**config.mk**
```make
export PLATFORM = sky130hd
export DESIGN_NAME = aes_shift_rows_pipe
export DESIGN_NICKNAME = d
export VERILOG_FILES = /design/src/rtl/aes_pkg.sv /design/src/rtl/aes_pipe_stage.sv /design/src/rtl/aes_shift_rows_pipe.sv
export SDC_FILE = /design/constraint.sdc
export NUM_CORES = 1
export LEC_CHECK = 0
export CAP_MARGIN = 20
export CORE_ASPECT_RATIO = 0.7
export CORE_UTILIZATION = 46
export CTS_BUF_LIST = sky130_fd_sc_hd__clkbuf_8
export DETAILED_ROUTE_END_ITERATION = 8
export PLACE_DENSITY_LB_ADDON = 0.15
export SYNTH_ARGS = -nofsm -noshare
export SYNTH_HDL_FRONTEND = slang
export SYNTH_SLANG_ARGS = --single-unit
```
**constraint.sdc**
```tcl
create_clock -name clk -period 2.04 [get_ports clk]
set_input_delay 0.204 -clock clk [delete_from_list [all_inputs] [get_ports clk]]
set_output_delay 0.204 -clock clk [all_outputs]
set_load 0.01 [all_outputs]
```
**src/rtl/aes_pkg.sv**
```systemverilog
// Shared AES definitions: byte width, ShiftRows offsets and the row-shift byte permutation.
// Supports Rijndael block widths Nb = 4, 6 and 8.
package aes_pkg;

    localparam int AES_BYTE_W = 8;
    localparam int AES_MAX_NB = 8;
    localparam int AES_MAX_W  = 4 * AES_BYTE_W * AES_MAX_NB;

    // Rijndael Nb=8 moves rows 2 and 3 one column further than Nb=4/6.
    function automatic int shift_amt(input int nb, input int row);
        if (nb == 8 && row >= 2) begin
            return row + 1;
        end
        return row;
    endfunction

    function automatic logic [AES_MAX_W-1:0] shift_rows_perm(
        input logic [AES_MAX_W-1:0] st,
        input int                   nb,
        input logic                 inv
    );
        logic [AES_MAX_W-1:0] res;
        int                   src;
        res = '0;
        for (int c = 0; c < AES_MAX_NB; c++) begin
            for (int r = 0; r < 4; r++) begin
                if (c < nb) begin
                    src = inv ? (c + nb - shift_amt(nb, r)) % nb
                              : (c + shift_amt(nb, r)) % nb;
                    res[AES_BYTE_W*(4*c+r) +: AES_BYTE_W] = st[AES_BYTE_W*(4*src+r) +: AES_BYTE_W];
                end
            end
        end
        return res;
    endfunction

endpackage

```
**src/rtl/aes_pipe_stage.sv**
```systemverilog
// Single valid/ready register slice holding one beat of W payload bits.
// Latency 1 cycle; up_rdy_o is combinational from dn_rdy_i so a full chain streams at one beat per cycle.
// Backpressure: holds its beat stable while dn_rdy_i is low.
module aes_pipe_stage #(
    parameter int W = 36
) (
    input  logic         clk,
    input  logic         rst_n,
    input  logic         up_vld_i,
    output logic         up_rdy_o,
    input  logic [W-1:0] up_dat_i,
    output logic         dn_vld_o,
    input  logic         dn_rdy_i,
    output logic [W-1:0] dn_dat_o
);

    logic         vld_q, vld_d;
    logic [W-1:0] dat_q, dat_d;

    // Empty, or the held beat leaves this cycle.
    assign up_rdy_o = !vld_q | dn_rdy_i;

    always_comb begin
        vld_d = vld_q;
        dat_d = dat_q;
        if (up_rdy_o) begin
            vld_d = up_vld_i;
            if (up_vld_i) begin
                dat_d = up_dat_i;
            end
        end
    end

    always_ff @(posedge clk or negedge rst_n) begin
        if (!rst_n) begin
            vld_q <= 1'b0;
            dat_q <= '0;
        end else begin
            vld_q <= vld_d;
            dat_q <= dat_d;
        end
    end

    assign dn_vld_o = vld_q;
    assign dn_dat_o = dat_q;

endmodule

```
**src/rtl/aes_shift_rows_pipe.sv**
```systemverilog
// ShiftRows / InvShiftRows (per-beat in_inv) followed by a chain of STAGES register slices carrying {tag, state}.
// Latency STAGES-1 cycles after the accept edge; full throughput; in_ready is combinational through the chain.
// Backpressure: out_* hold while out_ready is low; in_ready falls once every slice is occupied.
module aes_shift_rows_pipe
    import aes_pkg::*;
#(
    parameter int NB     = 4,
    parameter int STAGES = 1,
    parameter int TAG_W  = 4
) (
    input  logic              clk,
    input  logic              rst_n,
    input  logic              in_valid,
    output logic              in_ready,
    input  logic              in_inv,
    input  logic [TAG_W-1:0]  in_tag,
    input  logic [32*NB-1:0]  in_state,
    output logic              out_valid,
    input  logic              out_ready,
    output logic [TAG_W-1:0]  out_tag,
    output logic [32*NB-1:0]  out_state
);

    localparam int DW = 32 * NB;
    localparam int PW = TAG_W + DW;

    if (!(NB == 4 || NB == 6 || NB == 8)) begin : g_bad_nb
        $error("aes_shift_rows_pipe: NB must be 4, 6 or 8");
    end
    if (STAGES < 1 || STAGES > 4) begin : g_bad_stages
        $error("aes_shift_rows_pipe: STAGES must be 1..4");
    end
    if (TAG_W < 1 || TAG_W > 16) begin : g_bad_tag
        $error("aes_shift_rows_pipe: TAG_W must be 1..16");
    end

    logic [AES_MAX_W-1:0] perm_full;
    logic [DW-1:0]        perm;

    always_comb begin
        perm_full = shift_rows_perm(AES_MAX_W'(in_state), NB, in_inv);
    end
    assign perm = perm_full[DW-1:0];

    if (DW < AES_MAX_W) begin : g_pad
        logic unused_pad;
        assign unused_pad = &{1'b0, perm_full[AES_MAX_W-1:DW]};
    end

    for (genvar k = 0; k < STAGES; k++) begin : g_stg
        logic          up_vld, dn_rdy, vld, rdy;
        logic [PW-1:0] up_dat, dat;

        if (k == 0) begin : g_head
            assign up_vld = in_valid;
            assign up_dat = {in_tag, perm};
        end else begin : g_link
            assign up_vld = g_stg[k-1].vld;
            assign up_dat = g_stg[k-1].dat;
        end

        if (k == STAGES - 1) begin : g_tail
            assign dn_rdy = out_ready;
        end else begin : g_next
            assign dn_rdy = g_stg[k+1].rdy;
        end

        aes_pipe_stage #(.W(PW)) u_stage (
            .clk      (clk),
            .rst_n    (rst_n),
            .up_vld_i (up_vld),
            .up_rdy_o (rdy),
            .up_dat_i (up_dat),
            .dn_vld_o (vld),
            .dn_rdy_i (dn_rdy),
            .dn_dat_o (dat)
        );
    end

    assign in_ready  = g_stg[0].rdy;
    assign out_valid = g_stg[STAGES-1].vld;
    assign out_tag   = g_stg[STAGES-1].dat[PW-1:DW];
    assign out_state = g_stg[STAGES-1].dat[DW-1:0];

    a_no_x_out: assert property (@(posedge clk) disable iff (!rst_n)
        out_valid |-> !$isunknown(out_state));

endmodule

```
Yosys cells after proc, flatten, opt, wreduce, memory -nomap -nowiden
Cells that the tools add are included.
Widths: inputs -> output; s select.

operators by class
  $add $sub $neg = 8
  shift-type cells = 8
  mux-type cells = 4
  bitwise logic cells = 1
  reduce and logical (&&, ||, !) cells = 2

operators with widths
  kind                   count
  $shiftx 256x32->8      4
  $shiftx 256x9->8       4
  $add 29x3->29 const B  2
  $add 29x2->29 const B  1
  $add 4x1->5 const B    3
  $add 4x2->5 const B    2
  $mux 2                 4
  $reduce_and 2->1       1
  $logic_not 1->1        1
  $or 1x1->1             1

storage, ports and cells
  register bits = 133
  bits of input ports = 137
  output and inout port bits = 134
  word-level logic and storage cells = 25

Longest topological paths before layout
Gate-level depths: netlist (run 1).

  depth in word-level cells = 3
  mapped depth = 6
  depth with buffers taken out = 3

By module
Synthesis (run 1) repeated with hierarchy kept, for this count alone.

unflattened totals
  cells, all modules = 353
  area total of the unflattened synthesis = 6344.8 um^2

modules (own cells, without submodules)
  module               times used  cells an instance  area an instance (um^2)  seq. area each (um^2)
  aes_pipe_stage       1           282                5267.6                   3328.2
  aes_shift_rows_pipe  1           71                 1077.3                   0.0

Worst setup path before layout (run 1)
Ideal clock, no wire load.

  kind = register to register
  start point = reg g_stg[0].u_stage.vld_q
  end point = reg g_stg[0].u_stage.dat_q[100]
  library setup time = 0.125 ns
  arrival = 1.253 ns
  required time = 1.915 ns
  setup slack = 0.662 ns
  stages on the path, launching flop included = 7
  path buffers = 3
  clock period less this slack = 1.378 ns
  cell sequence = dfrtp_1 nand2b_1 buf_2 nand2_2 buf_6 buf_6 mux2_4

on the way
  word-level cells in the longest chain between the ends = 3

ends and longest elaborated chain
  what                               line                  text
  start: declaration                 aes_pipe_stage.sv:17  logic vld_q, vld_d;
  start signal: assignment           aes_pipe_stage.sv:39  vld_q <= vld_d;
  $logic_not 1->1                    aes_pipe_stage.sv:21  assign up_rdy_o = !vld_q | dn_rdy_i;
  $or 1x1->1                         aes_pipe_stage.sv:21
  $reduce_and 2->1 (no source line)  --
  end signal: assignment             aes_pipe_stage.sv:40  dat_q <= dat_d;
  end: declaration                   aes_pipe_stage.sv:18  logic [W-1:0] dat_q, dat_d;

Every way passes these cells.
A chain may end at the register's enable or synchronous reset.

Final worst setup path (run 1)
  start point = reg g_stg[0].u_stage.vld_q
  end point = out in_ready

on the way
  word-level cells in the longest chain between the ends = 2

ends and longest elaborated chain
  what              line                       text
  $logic_not 1->1   aes_pipe_stage.sv:21
  $or 1x1->1        aes_pipe_stage.sv:21
  end: declaration  aes_shift_rows_pipe.sv:14  output logic in_ready,

Every way passes these cells.

==> results of run 1 <==
## per-layer routing
layer / vias to the layer above / global-route usage (%) / routed length, microns
met5: - / 0 / 0
met4: 0 / 6.93 / 201
met3: 18 / 8.67 / 1240
met2: 171 / 43.2 / 8060
met1: 2251 / 30.0 / 6630
li1: 2161 / - / -
## layout make-up
cell class              instances  share of cell area, %
clock buffers                  17                   2.58
well taps                     157                   2.17
repair buffers                284                   31.8
clock inverters                15                   2.11
multi-input cells             263                   24.6
flip-flops and latches        133                   36.7
## final timing paths
check	from	end	slack, ps	cells after the start
worst max register to register	g_stg[0].u_stage.dn_vld_o	g_stg[0].u_stage.dn_dat_o[5]	460	4
worst min-delay path	rst_n	g_stg[0].u_stage.dn_dat_o[59]	310	3
worst max-delay path	g_stg[0].u_stage.dn_vld_o	in_ready	210	2
worst min register to register	g_stg[0].u_stage.dn_dat_o[53]	g_stg[0].u_stage.dn_dat_o[53]	510	1
max in group asynchronous	rst_n	g_stg[0].u_stage.dn_dat_o[15]	1350	3
min in group clk	in_valid	g_stg[0].u_stage.dn_dat_o[32]	330	3
## power by group
part,switching (W),internal (W),leakage [nW],total (W)
logic,0.000825,0.00127,2.11,0.00210
clock network,0.00113,0.00124,0.210,0.00237
registers,0.000220,0.00302,1.51,0.00324
## placed cells by master, fill, tap and decap left out, drive strengths merged, types with 2 or more instances in the layout
master and instances:
bufinv 3, clkinvlp 2, mux2 68, buf 16, inv 7, clkbuf 17, clkdlybuf4s50 267, nand2b 2
mux2i 64, clkinv 3, a21oi 64, dfrtp 133, a31oi 64
## worst reg2reg max path, stage by stage (launching register included)
cell and delay, ps:
dfrtp_1 420, nand2b_4 150, nand2_4 250, buf_4 270, mux2_2 370
## synth_stat cells
| library cell | instances |
|---|---|
| dfrtp_1 | 133 |
| mux2_4 | 20 |
| buf_6 | 3 |
| mux2_2 | 48 |
| buf_1 | 1 |
| a21oi_1 | 64 |
| mux2i_1 | 64 |
| nand2_2 | 1 |
| buf_2 | 20 |
| nand2b_1 | 2 |
| a31oi_1 | 64 |
| clkbuf_1 | 19 |
## flip-flops by register name (all words and copies together) (netlist names)
| register | flops |
|---|---|
| g_stg.u_stage.dn_vld_o | 1 |
| g_stg.u_stage.dn_dat_o | 132 |
## through the flow
step	hold WS, ps	cell area [sq um]	setup slack (ps)
5_1_grt	320	9060	130
3_5_place_dp	251	8630	168
2_1_floorplan	-91.6	5760	662
6_report	310	9060	209
3_3_place_gp	243	8630	241
4_1_cts	312	9060	179
## cell families (layout without fill, tap and decap cells)
family / Yosys count / count (layout) / share of synthesized area (%)
AO/OA/AOI/OAI: 128 / 128 / 12.5
buffers and inverters: 43 / 316 / 3.63
flip-flops: 133 / 133 / 57.8
multiplexers: 132 / 132 / 25.7
AND/OR/NAND/NOR: 3 / 3 / 0.326
==> results.py, run 1 <==
metrics = {
    "timing": {
        "min_period_over_period_pct": 89.8,
        "hold_violations": 0,
        "period_minus_slack_ps": 1830,
        "worstMarginPinSlew_ps": 523,
        "slew_violations": 0,
        "clock_skew_ps": 11.3,
        "setup_viol": 0,
        "rsz0062_at_grt": "false",
        "maxSlewHeadroom_pct": 65.1,
        "fmax_ghz": 0.546,
        "tns_ps": 0,
    },
    "critical_path": {
        "cp.required_ps": 1840,
        "worst-path-buf-inv": 1,
        "cp_cell_sequence": "nand2b_4 -> clkdlybuf4s50_1",
        "critical_path_arrival_ps": 1630,
        "critPathMaxStageDelay_ps": 580,
        "critical_path.top_delay_family": "buffers and inverters",
        "slowest_stage": "clkdlybuf4s50_1",
        "setup.worst_path.end_class": "primary output",
        "worst-setup-path-type": "reg -> out",
        "worstSetupStartpointType": "flip-flop",
        "crit_path_max_fanout": 12,
    },
    "synth": {
        "synth_area_sq_um": 5760,
        "syn_inst": 439,
        "ys_warn_count": 0,
        "synth.top_cell.area_share_pct": 57.8,
        "synth_nets": 576,
        "netlist_top_cells_area": "dfrtp_1 58%, mux2i_1 11%, mux2_2 9.4%",
        "synth_seq_cells": 133,
        "post_synth_num_cell_types": 12,
        "seq_area_frac_synth_pct": 57.8,
        "synth_area_leader_cell": "dfrtp_1",
        "syn_area_per_cell_sq_um": 13.1,
    },
    "floorplan": {
        "rows": 33,
        "die_area_sq_um": 13000,
        "start_util_pct": 48.3,
        "die_y_microns": 95.6,
        "fp.coreArea_sq_um": 11900,
        "fp.dieW_microns": 136,
        "io_pins": 271,
    },
    "clocking": {
        "holdBufCountCts": 1,
        "cts.path.max_buffers": 2,
        "worstSkewPairLatency_ps": 440,
        "cts_made_buffers": 17,
        "clk_pin_slew_worst_paths_ps": 90,
        "cts_setup_buffers": 0,
        "cts.sinks": 133,
        "htreeDepth": 4,
        "cts_root_buf": "clkbuf_8",
        "cts_tree": "yes",
        "cts_resized": 0,
    },
    "finish": {
        "multi_input_area_sq_um": 2230,
        "nNetsFinal": 836,
        "area_delta_synth_final_pct": 57.4,
        "drive_above_1_share_pct": 16.6,
        "fin_util_pct": 75.9,
        "final_cells": 869,
        "seq_area_sq_um": 3330,
        "num_antenna_cells": 0,
        "fillers": 774,
    },
    "power": {
        "p_per_area_nw_per_um2": 851,
        "finalPower_w": 0.00771,
        "power.leakage_nw": 3.83,
        "ir_drop_mv": 0.699,
    },
    "global_route": {
        "grt_pass1_vias": 4662,
        "overflow": 0,
        "grt_antenna_before_repair": 0,
        "grt_max_degree": 130,
        "grt_pass1_wl_mm": 24.4,
        "grt_usage_pct": 25.1,
    },
    "outcome": {
        "outcome": "finished clean",
    },
    "detailed_routing": {
        "firstDrtPassIters": 4,
        "drt-total-wl_mm": 16.1,
        "avgRoutedWirePerCell_microns": 18.6,
        "via_per_inst": 5.29,
        "drc_errors": 0,
        "ant_nets": 0,
        "drt_iter0_markers": 160,
        "vias": 4601,
    },
    "min_path": {
        "worstHoldPathType": "in -> async",
    },
    "flow_run": {
        "drv_cap": 0,
    },
    "placement": {
        "port_buffers": 270,
        "place.gp.congestion": 0.750,
        "dpl.cell_count": 836,
        "dp_hpwl_mm": 11.4,
    },
}
Note: power is estimated with default switching activity, not from simulation.
==> run 2: changes to the inputs <==
--- a/config.mk
+++ b/config.mk
@@ -11,6 +11,7 @@
 export CTS_BUF_LIST = sky130_fd_sc_hd__clkbuf_8
 export DETAILED_ROUTE_END_ITERATION = 8
 export PLACE_DENSITY_LB_ADDON = 0.15
+export SETUP_SLACK_MARGIN = 0.02
 export SYNTH_ARGS = -nofsm -noshare
 export SYNTH_HDL_FRONTEND = slang
 export SYNTH_SLANG_ARGS = --single-unit
==> results of run 2 <==
No change in the layout: final DEF, timing and power equal those of run 1.
==> run 3: changes to the inputs <==
--- a/config.mk
+++ b/config.mk
@@ -9,7 +9,9 @@
 export CORE_ASPECT_RATIO = 0.7
 export CORE_UTILIZATION = 46
 export CTS_BUF_LIST = sky130_fd_sc_hd__clkbuf_8
+export CTS_CLUSTER_SIZE = 10
 export DETAILED_ROUTE_END_ITERATION = 8
+export GPL_ROUTABILITY_DRIVEN = 1
 export PLACE_DENSITY_LB_ADDON = 0.15
 export SETUP_SLACK_MARGIN = 0.02
 export SYNTH_ARGS = -nofsm -noshare
==> constraint.sdc (replaced) <==
create_clock -name clk -period 2.04 [get_ports clk]
set_input_delay 0.204 -clock clk [delete_from_list [all_inputs] [get_ports clk]]
set_output_delay 0.204 -clock clk [all_outputs]
set_load 0.1 [all_outputs]
==> run 3 against run 2 <==
  * Sequential share of layout area is 1.5 points higher
  * Power rose by 33%
  * Maximum frequency increased by 4.2%
==> results.py, run 3 (synthesized netlist as in run 1, its figures left out) <==
metrics = {
    "power": {
        "power.leakage_nw": 3.93,
        "seq_power_share_pct": 31.7,
        "p_sw_share_pct": 47.1,
        "p_int_w": 0.00542,
        "ir_drop_mv": 0.827,
        "clkPwrFrac_pct": 22.6,
        "p_per_area_nw_per_um2": 1180,
        "netSwitchingPower_w": 0.00483,
        "power_frac_comb_pct": 45.7,
    },
    "critical_path": {
        "cp_common_cell": "buf_12",
        "worstSetupStartpointType": "flip-flop",
        "cp_cell_sequence": "nand2b_4 -> buf_12 -> buf_12",
        "critPathMaxStageDelay_ps": 430,
        "setup.worst_path.end_class": "primary output",
        "cp.required_ps": 1840,
        "slowest_stage": "dfrtp_2",
        "crit_path_max_fanout": 57,
        "critical_path_arrival_ps": 1550,
        "worst-setup-path-type": "reg -> out",
    },
    "global_route": {
        "grt_max_degree": 130,
        "grt_usage_pct": 24.2,
        "grt_pass1_vias": 4511,
        "overflow": 0,
        "grt_pass1_wl_mm": 23.6,
        "grt_antenna_before_repair": 0,
    },
    "finish": {
        "drive_above_1_share_pct": 35.2,
        "largest_reg_flops": 132,
        "nNetsFinal": 833,
        "area_delta_synth_final_pct": 51.3,
        "num_antenna_cells": 0,
        "layout_common_cells": "139 x buf_4, 133 x clkdlybuf4s50_1, 132 x dfrtp_1",
        "final_common_cell": "buf_4",
        "fillers": 855,
    },
    "timing": {
        "hold_violations": 0,
        "slew_violations": 0,
        "maxSlewHeadroom_pct": 66.8,
        "worstMarginPinSlew_ps": 499,
        "rsz0062_at_grt": "false",
        "tns_ps": 0,
        "setup_viol": 0,
        "whs_ps": 267,
        "min_period_over_period_pct": 86.1,
        "period_minus_slack_ps": 1760,
        "clock_skew_ps": 11.0,
        "fmax_ghz": 0.569,
    },
    "clocking": {
        "clk_pin_slew_worst_paths_ps": 80,
        "cts_tree": "yes",
        "cts.sinks": 133,
        "cts_resized": 0,
        "htreeDepth": 4,
        "cts_root_buf": "clkbuf_8",
        "cts_made_buffers": 17,
        "worstSkewPairLatency_ps": 440,
        "cts.path.max_buffers": 2,
    },
    "floorplan": {
        "fp.coreArea_sq_um": 11900,
        "fp.dieW_microns": 136,
        "die_area_sq_um": 13000,
        "rows": 33,
        "io_pins": 271,
        "start_util_pct": 48.3,
        "die_y_microns": 95.6,
    },
    "placement": {
        "dp_hpwl_mm": 11.1,
        "port_buffers": 270,
        "place.gp.congestion": 0.772,
    },
    "detailed_routing": {
        "drt-total-wl_mm": 15.9,
        "drc_errors": 0,
        "firstDrtPassIters": 4,
        "via_per_inst": 5.33,
        "drt_iter0_markers": 207,
        "ant_nets": 0,
        "vias": 4609,
        "avgRoutedWirePerCell_microns": 18.3,
    },
    "min_path": {
        "worstHoldPathType": "in -> async",
    },
    "outcome": {
        "outcome": "finished clean",
    },
    "flow_run": {
        "drv_cap": 0,
    },
}
## run 3: cell types whose count changed in the layout (fill, tap and decap cells not counted), sizes merged
cell	change
clkdlybuf4s50	-134
buf	+131
inv	-5
clkinv	+3
clkbuf	+2
clkinvlp	-1
## run 3: what timing repair did
action                                 in CTS  in global routing
hold buffers                                1                  0
buffers inserted                            0                  0
endpoints found under the hold margin      42                  0
## run 3: worst paths after layout
check | startpoint | slack [ps] | to | depth (start not counted)
hold / removal | rst_n | 270 | g_stg[0].u_stage.dn_dat_o[60] | 2
setup / recovery | g_stg[0].u_stage.dn_vld_o | 280 | in_ready | 3
min in group clk | in_state[37] | 380 | g_stg[0].u_stage.dn_dat_o[37] | 2
max in group asynchronous | rst_n | 1100 | g_stg[0].u_stage.dn_dat_o[16] | 3
hold reg to reg | g_stg[0].u_stage.dn_dat_o[66] | 510 | g_stg[0].u_stage.dn_dat_o[66] | 1
setup reg to reg | g_stg[0].u_stage.dn_vld_o | 570 | g_stg[0].u_stage.dn_dat_o[2] | 4
## run 3: layer usage
| layer | vias up | wire (microns) | global-route usage (%) |
|---|---|---|---|
| li1 | 2157 | - | - |
| met4 | 0 | 493 | 11.6 |
| met3 | 39 | 1230 | 8.03 |
| met5 | - | 0 | 0 |
| met1 | 2238 | 6280 | 28.9 |
| met2 | 175 | 7850 | 39.7 |
## run 3: area by class of cell
class	count	area, sq um	share of cell area, %
Sequential cell	133	3330	38.2
Tap cell	157	196	2.26
Timing Repair Buffer	281	2540	29.1
Clock inverter	12	153	1.75
Multi-Input combinational cell	263	2230	25.6
Clock buffer	19	262	3.00
## run 3: power groups by stage
stage | Sequential (W) | Combinational [W] | Clock (W)
after CTS | 0.00325 | 0.00470 | 0.00237
final | 0.00325 | 0.00468 | 0.00231
after floorplan | 0.00612 | 0.000648 | 0
after detailed placement | 0.00329 | 0.00470 | 0
after global placement | 0.00328 | 0.00464 | 0
after global routing | 0.00329 | 0.00482 | 0.00248
## run 3: through the flow
stage	setup WS, ps	std cells	utilization (%)	cell area (sq um)	total power, W
6_report	283	865	73.0	8710	0.0102
5_1_grt	213	865	73.0	8710	0.0106
4_1_cts	258	865	73.0	8710	0.0103
3_5_place_dp	281	833	69.4	8290	0.00799
3_3_place_gp	288	833	69.4	8290	0.00792
2_1_floorplan	169	439	-	5760	0.00677
## run 3: worst max-delay path: cells and delay by family, from the launching register on
| kind | cells | cell delay (ps) |
|---|---|---|
| buffers and inverters | 2 | 490 |
| and+or+nand+nor | 1 | 190 |
| DFF | 1 | 430 |
